## src/rtl/wb_cpu_master.sv

```systemverilog
// CPU-side Wishbone initiator: single load/store to the timer or UART slave,
// with unmapped-address and ACK-timeout completion so the core never hangs.
module wb_cpu_master #(
    parameter logic [24:0] DEV_BASE = 25'h0000FE,
    parameter int          TIMEOUT  = 16
) (
    input  logic        PClk,
    input  logic        Reset,
    input  logic        cpu_req,
    input  logic        cpu_we,
    input  logic [31:0] cpu_addr,
    input  logic [7:0]  cpu_wdata,
    output logic [7:0]  cpu_rdata,
    output logic        cpu_done,
    output logic        cpu_err,
    output logic [4:0]  ADR,
    output logic [7:0]  DAT,
    output logic        WE,
    output logic        STB_TMR,
    input  logic        ACK_TMR,
    input  logic [7:0]  DAT_TMR,
    output logic        STB_UART,
    input  logic        ACK_UART,
    input  logic [7:0]  DAT_UART
);

    typedef enum logic [1:0] {
        ST_IDLE = 2'd0,
        ST_BUS  = 2'd1,
        ST_DONE = 2'd2
    } state_e;

    localparam logic [7:0] CNT_LAST = 8'(TIMEOUT - 1);

    state_e      state_q, state_d;
    logic [7:0]  cnt_q, cnt_d;
    logic [7:0]  rdata_q, rdata_d;
    logic        done_q, done_d;
    logic        err_q, err_d;
    logic [4:0]  adr_q, adr_d;
    logic [7:0]  dat_q, dat_d;
    logic        we_q, we_d;
    logic        stb_tmr_q, stb_tmr_d;
    logic        stb_uart_q, stb_uart_d;

    logic        hit_s;
    logic        sel_tmr_s;
    logic        sel_uart_s;
    logic        ack_sel_s;
    logic [7:0]  dat_sel_s;
    logic        addr_lsb_unused;

    // Byte lanes below the word address are irrelevant to 8-bit slaves.
    assign addr_lsb_unused = ^cpu_addr[1:0];

    assign cpu_rdata = rdata_q;
    assign cpu_done  = done_q;
    assign cpu_err   = err_q;
    assign ADR       = adr_q;
    assign DAT       = dat_q;
    assign WE        = we_q;
    assign STB_TMR   = stb_tmr_q;
    assign STB_UART  = stb_uart_q;

    // Device window decode of the incoming request address.
    always_comb begin
        hit_s      = (cpu_addr[31:7] == DEV_BASE);
        sel_tmr_s  = hit_s && (cpu_addr[6:5] == 2'b01);
        sel_uart_s = hit_s && (cpu_addr[6:5] == 2'b10);
    end

    // The registered strobe doubles as the latched slave select, so the
    // non-selected slave's ACK and data are never looked at.
    always_comb begin
        if (stb_tmr_q) begin
            ack_sel_s = ACK_TMR;
            dat_sel_s = DAT_TMR;
        end else if (stb_uart_q) begin
            ack_sel_s = ACK_UART;
            dat_sel_s = DAT_UART;
        end else begin
            ack_sel_s = 1'b0;
            dat_sel_s = 8'h00;
        end
    end

    // Next-state and next-output computation for the transaction FSM.
    always_comb begin
        state_d    = state_q;
        cnt_d      = cnt_q;
        rdata_d    = rdata_q;
        done_d     = 1'b0;
        err_d      = err_q;
        adr_d      = adr_q;
        dat_d      = dat_q;
        we_d       = we_q;
        stb_tmr_d  = stb_tmr_q;
        stb_uart_d = stb_uart_q;

        case (state_q)
            ST_IDLE: begin
                cnt_d = 8'd0;
                if (cpu_req) begin
                    if (sel_tmr_s || sel_uart_s) begin
                        state_d    = ST_BUS;
                        adr_d      = cpu_addr[6:2];
                        dat_d      = cpu_wdata;
                        we_d       = cpu_we;
                        stb_tmr_d  = sel_tmr_s;
                        stb_uart_d = sel_uart_s;
                    end else begin
                        state_d = ST_DONE;
                        done_d  = 1'b1;
                        err_d   = 1'b1;
                        rdata_d = 8'h00;
                    end
                end else begin
                    state_d = ST_IDLE;
                end
            end

            ST_BUS: begin
                cnt_d = cnt_q + 8'd1;
                // ACK wins over a timeout landing in the same cycle.
                if (ack_sel_s) begin
                    state_d    = ST_DONE;
                    done_d     = 1'b1;
                    err_d      = 1'b0;
                    rdata_d    = we_q ? 8'h00 : dat_sel_s;
                    stb_tmr_d  = 1'b0;
                    stb_uart_d = 1'b0;
                end else if (cnt_q == CNT_LAST) begin
                    state_d    = ST_DONE;
                    done_d     = 1'b1;
                    err_d      = 1'b1;
                    rdata_d    = 8'h00;
                    stb_tmr_d  = 1'b0;
                    stb_uart_d = 1'b0;
                end else begin
                    state_d = ST_BUS;
                end
            end

            ST_DONE: begin
                state_d    = ST_IDLE;
                cnt_d      = 8'd0;
                err_d      = 1'b0;
                stb_tmr_d  = 1'b0;
                stb_uart_d = 1'b0;
            end

            default: begin
                state_d    = ST_IDLE;
                cnt_d      = 8'd0;
                err_d      = 1'b0;
                stb_tmr_d  = 1'b0;
                stb_uart_d = 1'b0;
            end
        endcase
    end

    // State and output registers with synchronous reset.
    always_ff @(posedge PClk) begin
        if (Reset) begin
            state_q    <= ST_IDLE;
            cnt_q      <= 8'd0;
            rdata_q    <= 8'h00;
            done_q     <= 1'b0;
            err_q      <= 1'b0;
            adr_q      <= 5'd0;
            dat_q      <= 8'h00;
            we_q       <= 1'b0;
            stb_tmr_q  <= 1'b0;
            stb_uart_q <= 1'b0;
        end else begin
            state_q    <= state_d;
            cnt_q      <= cnt_d;
            rdata_q    <= rdata_d;
            done_q     <= done_d;
            err_q      <= err_d;
            adr_q      <= adr_d;
            dat_q      <= dat_d;
            we_q       <= we_d;
            stb_tmr_q  <= stb_tmr_d;
            stb_uart_q <= stb_uart_d;
        end
    end

endmodule

```

## config.mk

```make
export PLATFORM = sky130hd
export DESIGN_NAME = wb_cpu_master
export DESIGN_NICKNAME = d
export VERILOG_FILES = /design/src/rtl/wb_cpu_master.sv
export SDC_FILE = /design/constraint.sdc
export NUM_CORES = 1
export LEC_CHECK = 0
export ABC_CLOCK_PERIOD_IN_PS = 2310
export BUFFER_PORTS_ARGS = -buffer_cell sky130_fd_sc_hd__buf_2
export CORE_MARGIN = 3
export CORE_UTILIZATION = 40
export DETAILED_ROUTE_END_ITERATION = 12
export HOLD_SLACK_MARGIN = 0.15
export PLACE_DENSITY = 0.74
export RECOVER_POWER = 100
export SLEW_MARGIN = 20
export SYNTH_ARGS = -nofsm -noshare
export SYNTH_HDL_FRONTEND = slang
export SYNTH_SLANG_ARGS = --single-unit
```

## constraint.sdc

```tcl
create_clock -name PClk -period 2.31 [get_ports PClk]
set_clock_uncertainty 0.05 [all_clocks]
set_input_delay 0.1155 -clock PClk [delete_from_list [all_inputs] [get_ports PClk]]
set_output_delay 0.1155 -clock PClk [all_outputs]
set_load 0.1 [all_outputs]
```

==> flow_summary.json, run 1 <==
{
  "p_sw_mw": 0.281,
  "layout_common_cells": "57 x buf_2, 39 x dlygate4sd3_1, 35 x dfxtp_1",
  "drt_iter0_markers": 87,
  "avgRoutedWirePerCell_um": 14.7,
  "dieArea_sq_um": 4680,
  "path_max_fanout": 7,
  "critPathTopFamily": "buffers and inverters",
  "ctsLongestPathBuffers": 2,
  "p_leak_nw": 1.05,
  "setup_viol": 0,
  "pwr-share-seq_pct": 50.3,
  "gr-total-overflow": 0,
  "avgSynthCellArea_sq_um": 9.92,
  "ys_async_sr_fraction_pct": 0,
  "dieHeight_um": 68.4,
  "fill_cells": 296,
  "outcome": "finished clean",
  "hold_viol": 0,
  "antenna_found_initial": 0,
  "die_w_um": 68.4,
  "via_count": 1721,
  "area_delta_synth_final_pct": 65.9,
  "ys_ff_latch": 36,
  "crit_slowest_cell": "dlygate4sd3_1",
  "crit_chain": "dlygate4sd3_1 > xnor2_1 > nor3_2 > and4_4 > buf_12 > mux2i_2 > nor2_1 > dlygate4sd3_1",
  "period_share_pct": 98.8,
  "crit_path_end_kind": "flip-flop",
  "place.gp.congestion": 0.878,
  "grt_max_degree": 18,
  "synth_flop_cell": "dfxtp_1",
  "drive_gt1_share_pct": 29.5,
  "fin_crit_ns": 2.28,
  "clk_latency_ns": 0.29,
  "portBuffers": 85,
  "syn-num-nets": 220,
  "cts_tree": "done",
  "p_clk_share_pct": 38.5,
  "final_nets": 355,
  "grtUsageTotal_pct": 22.6,
  "start_util_pct": 41.9,
  "wirelength_um": 5000,
  "via_per_inst": 5.06,
  "cts.sinks": 36,
  "ys_seq_area_share_pct": 46.3,
  "synth_cells": 157,
  "core_region_area_sq_um": 3720,
  "cap_violations": 0,
  "root_buffer": "clkbuf_8",
  "insertedDiodeCount": 0,
  "peakVddDrop_v": 0.000367,
  "ant_nets": 0,
  "max-slew-margin-rel_pct": 20.8,
  "tightest_slew_ns": 1.19,
  "boundaryPins": 88,
  "power.total_mw": 1.24,
  "multi_input_area_sq_um": 790,
  "rows": 22,
  "arrival_ns": 2.41,
  "fmax_mhz": 438,
  "dr.pass1.iters": 4,
  "crit_path_frequent_cell": "dlygate4sd3_1",
  "slew_violations": 0,
  "switching_share_pct": 22.6,
  "power.density_nw_per_um2": 481,
  "clk_pin_slew_ns": 0.06,
  "drc": 0,
  "path_buf_inv": 3,
  "synth.distinct_cells": 40,
  "synth_edf_count": 0,
  "register_area_sq_um": 722,
  "layout_commonest_cell": "buf_2",
  "worstPathRequired_ns": 2.43,
  "utilization_pct": 69.5,
  "max_stage_delay_ns": 0.63,
  "whs_ns": 0.152,
  "ys_warn_count": 0,
  "grt_pass1_vias": 1706,
  "start_kind": "input port",
  "min_path_type": "input port to flip-flop",
  "htreeDepth": 2,
  "internal-power_mw": 0.963,
  "numCtsBuffers": 5,
  "worstSetupPathType": "input port to flip-flop",
  "dpl.hpwl_um": 2940,
  "grt_pass1_wl_um": 7770,
  "p_comb_share_pct": 11.1,
  "synth_area_sq_um": 1560
}
==> cell usage after synthesis, drive strengths merged, types with 2 or more instances <==
cell,count,share of area (%)
and3,5,2.0
clkbuf,5,1.2
or4,4,2.2
nor3,3,1.3
nor4b,2,1.1
nand3,4,1.3
mux2i,14,9.0
a22oi,9,4.3
a31oi,2,1.2
nor2,27,6.5
nand4,2,0.80
o21ai,3,0.96
xnor2,3,1.7
inv,3,0.72
a31o,2,1.1
buf,3,2.0
a21oi,3,0.96
dfxtp,36,46
nand2,2,0.48
o2bb2ai,8,4.5
xor2,4,2.2
==> stage by stage <==
stage | setup TNS [ns] | cell area, sq um | cells | worst slack [ns]
after global placement | 0 | 2040 | 287 | 0.280
after CTS | 0 | 2550 | 335 | 0.0399
after floorplan | 0 | 1560 | 157 | 0.00726
final | 0 | 2580 | 340 | 0.0285
after detailed placement | 0 | 2040 | 287 | 0.259
after global routing | -0.00435 | 2580 | 340 | -0.00435
==> state kept, by name, indices dropped and copies added, names as in the netlist, 2 cells and up <==
| signal | count |
|---|---|
| DAT | 8 |
| cnt_q | 8 |
| cpu_rdata | 8 |
| ADR | 5 |
| state_q | 2 |
==> kinds of logic after synthesis <==
family | synth area share, %
compound gates | 14.8
xor+xnor | 3.94
fa+ha+maj | 0.803
buf+inv | 3.94
flops | 46.3
mux | 9.00
simple gates | 21.3
==> power groups by stage <==
stage	registers [mW]	clock network [mW]	logic [mW]
2_1_floorplan	0.656	0	0.0278
3_3_place_gp	0.640	0	0.103
3_5_place_dp	0.640	0	0.104
4_1_cts	0.626	0.482	0.133
5_1_grt	0.626	0.506	0.150
6_report	0.626	0.479	0.138
==> cell type report <==
cell class	instances	area share, %
Timing Repair Buffer	136	35.0
Multi-Input combinational cell	110	30.6
Sequential cell	36	27.9
Clock buffer	7	3.73
Tap cell	48	2.32
Inverter	3	0.436
==> what timing repair did <==
item | in CTS | in global routing
setup endpoints to repair | 0 | 11
setup buffers | 0 | 8
hold endpoints to repair | 22 | 0
gates resized for setup | 0 | 4
hold buffers | 41 | 0
==> worst paths after layout <==
kind	startpoint	end	slack, ns	cells past startpoint
setup reg to reg	cnt_q[5]	cpu_rdata[5]	0.19	5
hold / removal	Reset	ADR[1]	0.15	2
hold reg to reg	cnt_q[0]	cnt_q[0]	0.41	1
setup / recovery	cpu_addr[5]	DAT[2]	0.03	8
==> metal layers <==
layer	track usage [%]	part of all wire, %
met2	39.8	54
met5	0	0
met1	25.1	39
met3	7.06	5.7
met4	8.68	1.8
Note: power is estimated with default switching activity, not from simulation.
==> inputs of run 2 (changes only) <==
--- a/config.mk
+++ b/config.mk
@@ -12,7 +12,7 @@
 export DETAILED_ROUTE_END_ITERATION = 12
 export HOLD_SLACK_MARGIN = 0.15
 export PLACE_DENSITY = 0.74
-export RECOVER_POWER = 100
+export RECOVER_POWER = 25
 export SLEW_MARGIN = 20
 export SYNTH_ARGS = -nofsm -noshare
 export SYNTH_HDL_FRONTEND = slang
==> constraint.sdc (replaced) <==
create_clock -name PClk -period 2.31 [get_ports PClk]
set_clock_uncertainty 0.05 [all_clocks]
set_input_delay 0.231 -clock PClk [delete_from_list [all_inputs] [get_ports PClk]]
set_output_delay 0.231 -clock PClk [all_outputs]
set_load 0.1 [all_outputs]
==> flow_summary.json, run 2 (synthesis gave the netlist of run 1 again) <==
{
  "final_nets": 323,
  "clk_latency_ns": 0.28,
  "outcome": "finished clean",
  "power.total_mw": 1.28,
  "post-cts-setup-buffer-count": 0,
  "peakVddDrop_v": 0.000401,
  "tightest_slew_ns": 1.19,
  "max-slew-margin-rel_pct": 20.9,
  "htreeDepth": 2,
  "setup_viol": 0,
  "worstPathRequired_ns": 2.43,
  "numCtsBuffers": 5,
  "dp_slack_ns": 0.278,
  "antenna_found_initial": 0,
  "portBuffers": 85,
  "gr-total-overflow": 0,
  "holdCritStartpoint": "cpu_wdata[6]",
  "fin_tns_setup_ns": 0,
  "rsz0062_at_grt": "false",
  "min_path_type": "input port to flip-flop",
  "die_w_um": 68.4,
  "drt_iter0_markers": 53,
  "dpl.hpwl_um": 3020,
  "boundaryPins": 88,
  "path_buf_inv": 1,
  "core_region_area_sq_um": 3720,
  "fin_ws_ns": 0.345,
  "fin_crit_ns": 1.96,
  "wirelength_um": 4030,
  "clk_pin_slew_ns": 0.07,
  "start_util_pct": 41.9,
  "cts_tree": "done",
  "slew_violations": 0,
  "crit_path_end_kind": "flip-flop",
  "fmax_mhz": 509,
  "startpoint": "cnt_q[5]",
  "via_per_inst": 4.99,
  "grt_pass1_wl_um": 6220,
  "dieHeight_um": 68.4,
  "avgRoutedWirePerCell_um": 13.0,
  "layout_common_cells": "78 x buf_2, 35 x dfxtp_1, 27 x nor2_1",
  "place.gp.congestion": 0.865,
  "critPathTopFamily": "compound AO/OA/AOI/OAI gates",
  "path_max_fanout": 4,
  "drc": 0,
  "p_leak_nw": 0.984,
  "grtUsageTotal_pct": 17.8,
  "crit_slowest_cell": "or4_1",
  "cts_resized": 0,
  "layout_commonest_cell": "buf_2",
  "root_buffer": "clkbuf_8",
  "ant_nets": 0,
  "ctsLongestPathBuffers": 2,
  "period_share_pct": 85.0,
  "rows": 22,
  "arrival_ns": 2.09,
  "cap_violations": 0,
  "power.density_nw_per_um2": 564,
  "ctsHoldBuffers": 10,
  "crit_chain": "or4_1 > o21a_1 > a21oi_1 > buf_4 > o21ai_0 > a31o_1",
  "drive_gt1_share_pct": 37.2,
  "cts.sinks": 36,
  "via_count": 1543,
  "dr.pass1.iters": 4,
  "insertedDiodeCount": 0,
  "max_stage_delay_ns": 0.53,
  "area_delta_synth_final_pct": 45.5,
  "worstSetupPathType": "flip-flop to flip-flop",
  "whs_ns": 0.162,
  "grt_max_degree": 18,
  "r2r-start": "cnt_q[5]",
  "dieArea_sq_um": 4680,
  "grt_pass1_vias": 1418,
  "hold_viol": 0,
  "start_kind": "flip-flop"
}
==> run 2: cell types whose count changed in the layout (fill, tap and decap cells not counted), sizes merged <==
cell and delta:
dlygate4sd3 -29, clkbuf -20, bufinv +1, clkinv +1, buf +16
==> run 2: path summary, 6_finish.rpt <==
check	slack, ns	cells after the start	end
setup reg to reg	0.35	6	STB_UART
setup / recovery	0.35	6	STB_UART
hold / removal	0.16	3	DAT[6]
hold reg to reg	0.39	1	cnt_q[0]
==> run 2: area by class of cell <==
class	instances	area, sq um
Clock buffer	6	72.6
Multi-Input combinational cell	110	776
Fill cell	349	1450
Sequential cell	36	722
Tap cell	48	60.1
Inverter	3	11.3
Clock inverter	2	35.0
Timing Repair Buffer	104	589
==> run 2: per-stage QoR <==
step	utilization, %	instances	cell area [sq um]
3_3_place_gp	55.8	291	2070
4_1_cts	61.4	309	2280
2_1_floorplan	-	157	1560
3_5_place_dp	55.8	291	2070
6_report	61.0	309	2270
5_1_grt	61.0	309	2270
==> run 2: tightest hold or removal path, stage by stage <==
cell	delay (ns)
buf_2	0.08
mux2i_1	0.06
nor2_1	0.09
==> run 2: routing by layer <==
metal,part of all wire [%],wire length (um),GRT usage (%)
met5,0,0,0
met4,0.82,33,4.47
met3,8.0,322,7.06
met2,49,1990,29.3
met1,42,1680,21.5
==> run 2: report_power, final <==
part | total (mW) | internal [mW] | switching [mW]
registers | 0.626 | 0.624 | 0.00192
clock network | 0.533 | 0.320 | 0.213
logic | 0.120 | 0.0615 | 0.0587
total | 1.28 | 1.01 | 0.274
==> inputs of run 3 (changes only) <==
--- a/config.mk
+++ b/config.mk
@@ -5,14 +5,13 @@
 export SDC_FILE = /design/constraint.sdc
 export NUM_CORES = 1
 export LEC_CHECK = 0
-export ABC_CLOCK_PERIOD_IN_PS = 2310
+export ABC_CLOCK_PERIOD_IN_PS = 1900
 export BUFFER_PORTS_ARGS = -buffer_cell sky130_fd_sc_hd__buf_2
 export CORE_MARGIN = 3
 export CORE_UTILIZATION = 40
 export DETAILED_ROUTE_END_ITERATION = 12
 export HOLD_SLACK_MARGIN = 0.15
-export PLACE_DENSITY = 0.74
-export RECOVER_POWER = 25
+export PLACE_DENSITY = 0.78
 export SLEW_MARGIN = 20
 export SYNTH_ARGS = -nofsm -noshare
 export SYNTH_HDL_FRONTEND = slang
==> constraint.sdc (replaced) <==
create_clock -name PClk -period 1.9 [get_ports PClk]
set_clock_uncertainty 0.05 [all_clocks]
set_input_delay 0.19 -clock PClk [delete_from_list [all_inputs] [get_ports PClk]]
set_output_delay 0.19 -clock PClk [all_outputs]
set_load 0.1 [all_outputs]
==> flow_summary.json, run 3 (synthesis gave the netlist of run 1 again) <==
{
  "dp.cells": 291,
  "portBuffers": 85,
  "grt_pass1_vias": 1601,
  "top_layer": "met4",
  "place.gp.congestion": 0.797,
  "cts_tree": "done",
  "die_w_um": 68.4,
  "core_region_area_sq_um": 3720,
  "clk_latency_ns": 0.28,
  "area_delta_synth_final_pct": 59.1,
  "wirelength_um": 4380,
  "path_max_fanout": 8,
  "cts.sinks": 36,
  "fin_cells": 327,
  "ant_nets": 0,
  "start_kind": "flip-flop",
  "clk_pin_slew_ns": 0.06,
  "setup_viol": 0,
  "wl_met1_um": 1730,
  "max-slew-margin-rel_pct": 65.4,
  "crit_chain": "or4_1 > o21a_1 > a21oi_4 > a31oi_2 > buf_6 > o2bb2ai_1",
  "max_stage_delay_ns": 0.54,
  "tightest_slew_ns": 0.519,
  "routed-wl-met3_um": 282,
  "drive_gt1_share_pct": 39.8,
  "grt_pass1_wl_um": 6930,
  "cap_violations": 0,
  "outcome": "finished clean",
  "rows": 22,
  "fill_cells": 305,
  "dpl.hpwl_um": 2870,
  "via_per_inst": 5.08,
  "fmax_mhz": 543,
  "root_buffer": "clkbuf_8",
  "start_util_pct": 41.9,
  "htreeDepth": 2,
  "drc": 0,
  "slew_violations": 0,
  "final_nets": 342,
  "dr.pass1.iters": 4,
  "power.density_nw_per_um2": 602,
  "arrival_ns": 1.96,
  "drt_iter0_markers": 61,
  "fin_ws_ns": 0.0573,
  "fin_crit_ns": 1.84,
  "hold_viol": 0,
  "dp_slack_ns": -0.00407,
  "layout_commonest_cell": "buf_2",
  "insertedDiodeCount": 0,
  "boundaryPins": 88,
  "dieHeight_um": 68.4,
  "p_leak_nw": 1.08,
  "crit_slowest_cell": "or4_1",
  "grt_max_degree": 17,
  "ctsLongestPathBuffers": 2,
  "avgRoutedWirePerCell_um": 13.4,
  "min_path_type": "input port to flip-flop",
  "numCtsBuffers": 5,
  "grtUsageTotal_pct": 19.9,
  "whs_ns": 0.169,
  "peakVddDrop_v": 0.000756,
  "worstSetupPathType": "flip-flop to flip-flop",
  "via_count": 1660,
  "gr-total-overflow": 0,
  "wl_met2_um": 2320,
  "layout_common_cells": "85 x buf_2, 33 x dfxtp_1, 27 x nor2_1, 27 x dlygate4sd3_1, 14 x mux2i_1",
  "crit_path_end_kind": "flip-flop",
  "period_share_pct": 97.0,
  "dieArea_sq_um": 4680,
  "antenna_found_initial": 0,
  "worstPathRequired_ns": 2.02
}
## run 3: what timing repair did
item	4_1_cts	5_1_grt
hold buffers	27	0
endpoints found under the setup margin	5	8
buffers inserted	0	2
pin swaps	0	3
resized for setup	1	2
endpoints found under the hold margin	20	0
## run 3: worst max-delay path, delay by kind of cell, from the launching register on
kind | cells | cell delay (ns)
AND/OR/NAND/NOR | 1 | 0.54
buffers and inverters | 1 | 0.15
AO/OA/AOI/OAI | 4 | 0.66
flip-flops | 1 | 0.32
## run 3: through the flow
step	TNS (ns)	instance area [sq um]	power, mW	utilization (%)
5_1_grt	-0.0115	2480	1.56	66.7
2_1_floorplan	0	1570	0.829	-
3_3_place_gp	0	2080	0.904	56.1
4_1_cts	0	2460	1.51	66.2
3_5_place_dp	-0.00407	2080	0.907	56.1
6_report	0	2480	1.49	66.7
## run 3: final timing paths
path	from	endpoint	slack (ns)	cells after the start
max reg2reg	cnt_q[5]	cpu_rdata[6]	0.06	6
max	cnt_q[5]	cpu_rdata[6]	0.06	6
min reg2reg	cnt_q[0]	cnt_q[0]	0.39	1
min	cpu_addr[6]	ADR[4]	0.17	3
## run 3: routing by layer
layer  GRT usage (%)  vias up
met5               0        -
met4            7.20        0
met3            7.39        4
met2            33.8       61
met1            22.6      769
li1                -      826
## run 3: power breakdown
| group | switching [mW] | internal [mW] |
|---|---|---|
| Sequential | 0.00264 | 0.756 |
| Clock | 0.244 | 0.322 |
| Combinational | 0.0753 | 0.0915 |
## run 3: final cells by class
class	count	area [sq um]	share of cell area [%]
Timing Repair Buffer	123	795	32.1
Multi-Input combinational cell	110	787	31.8
Sequential cell	36	729	29.4
Clock buffer	7	96.3	3.89
Tap cell	48	60.1	2.42
Inverter	3	11.3	0.454
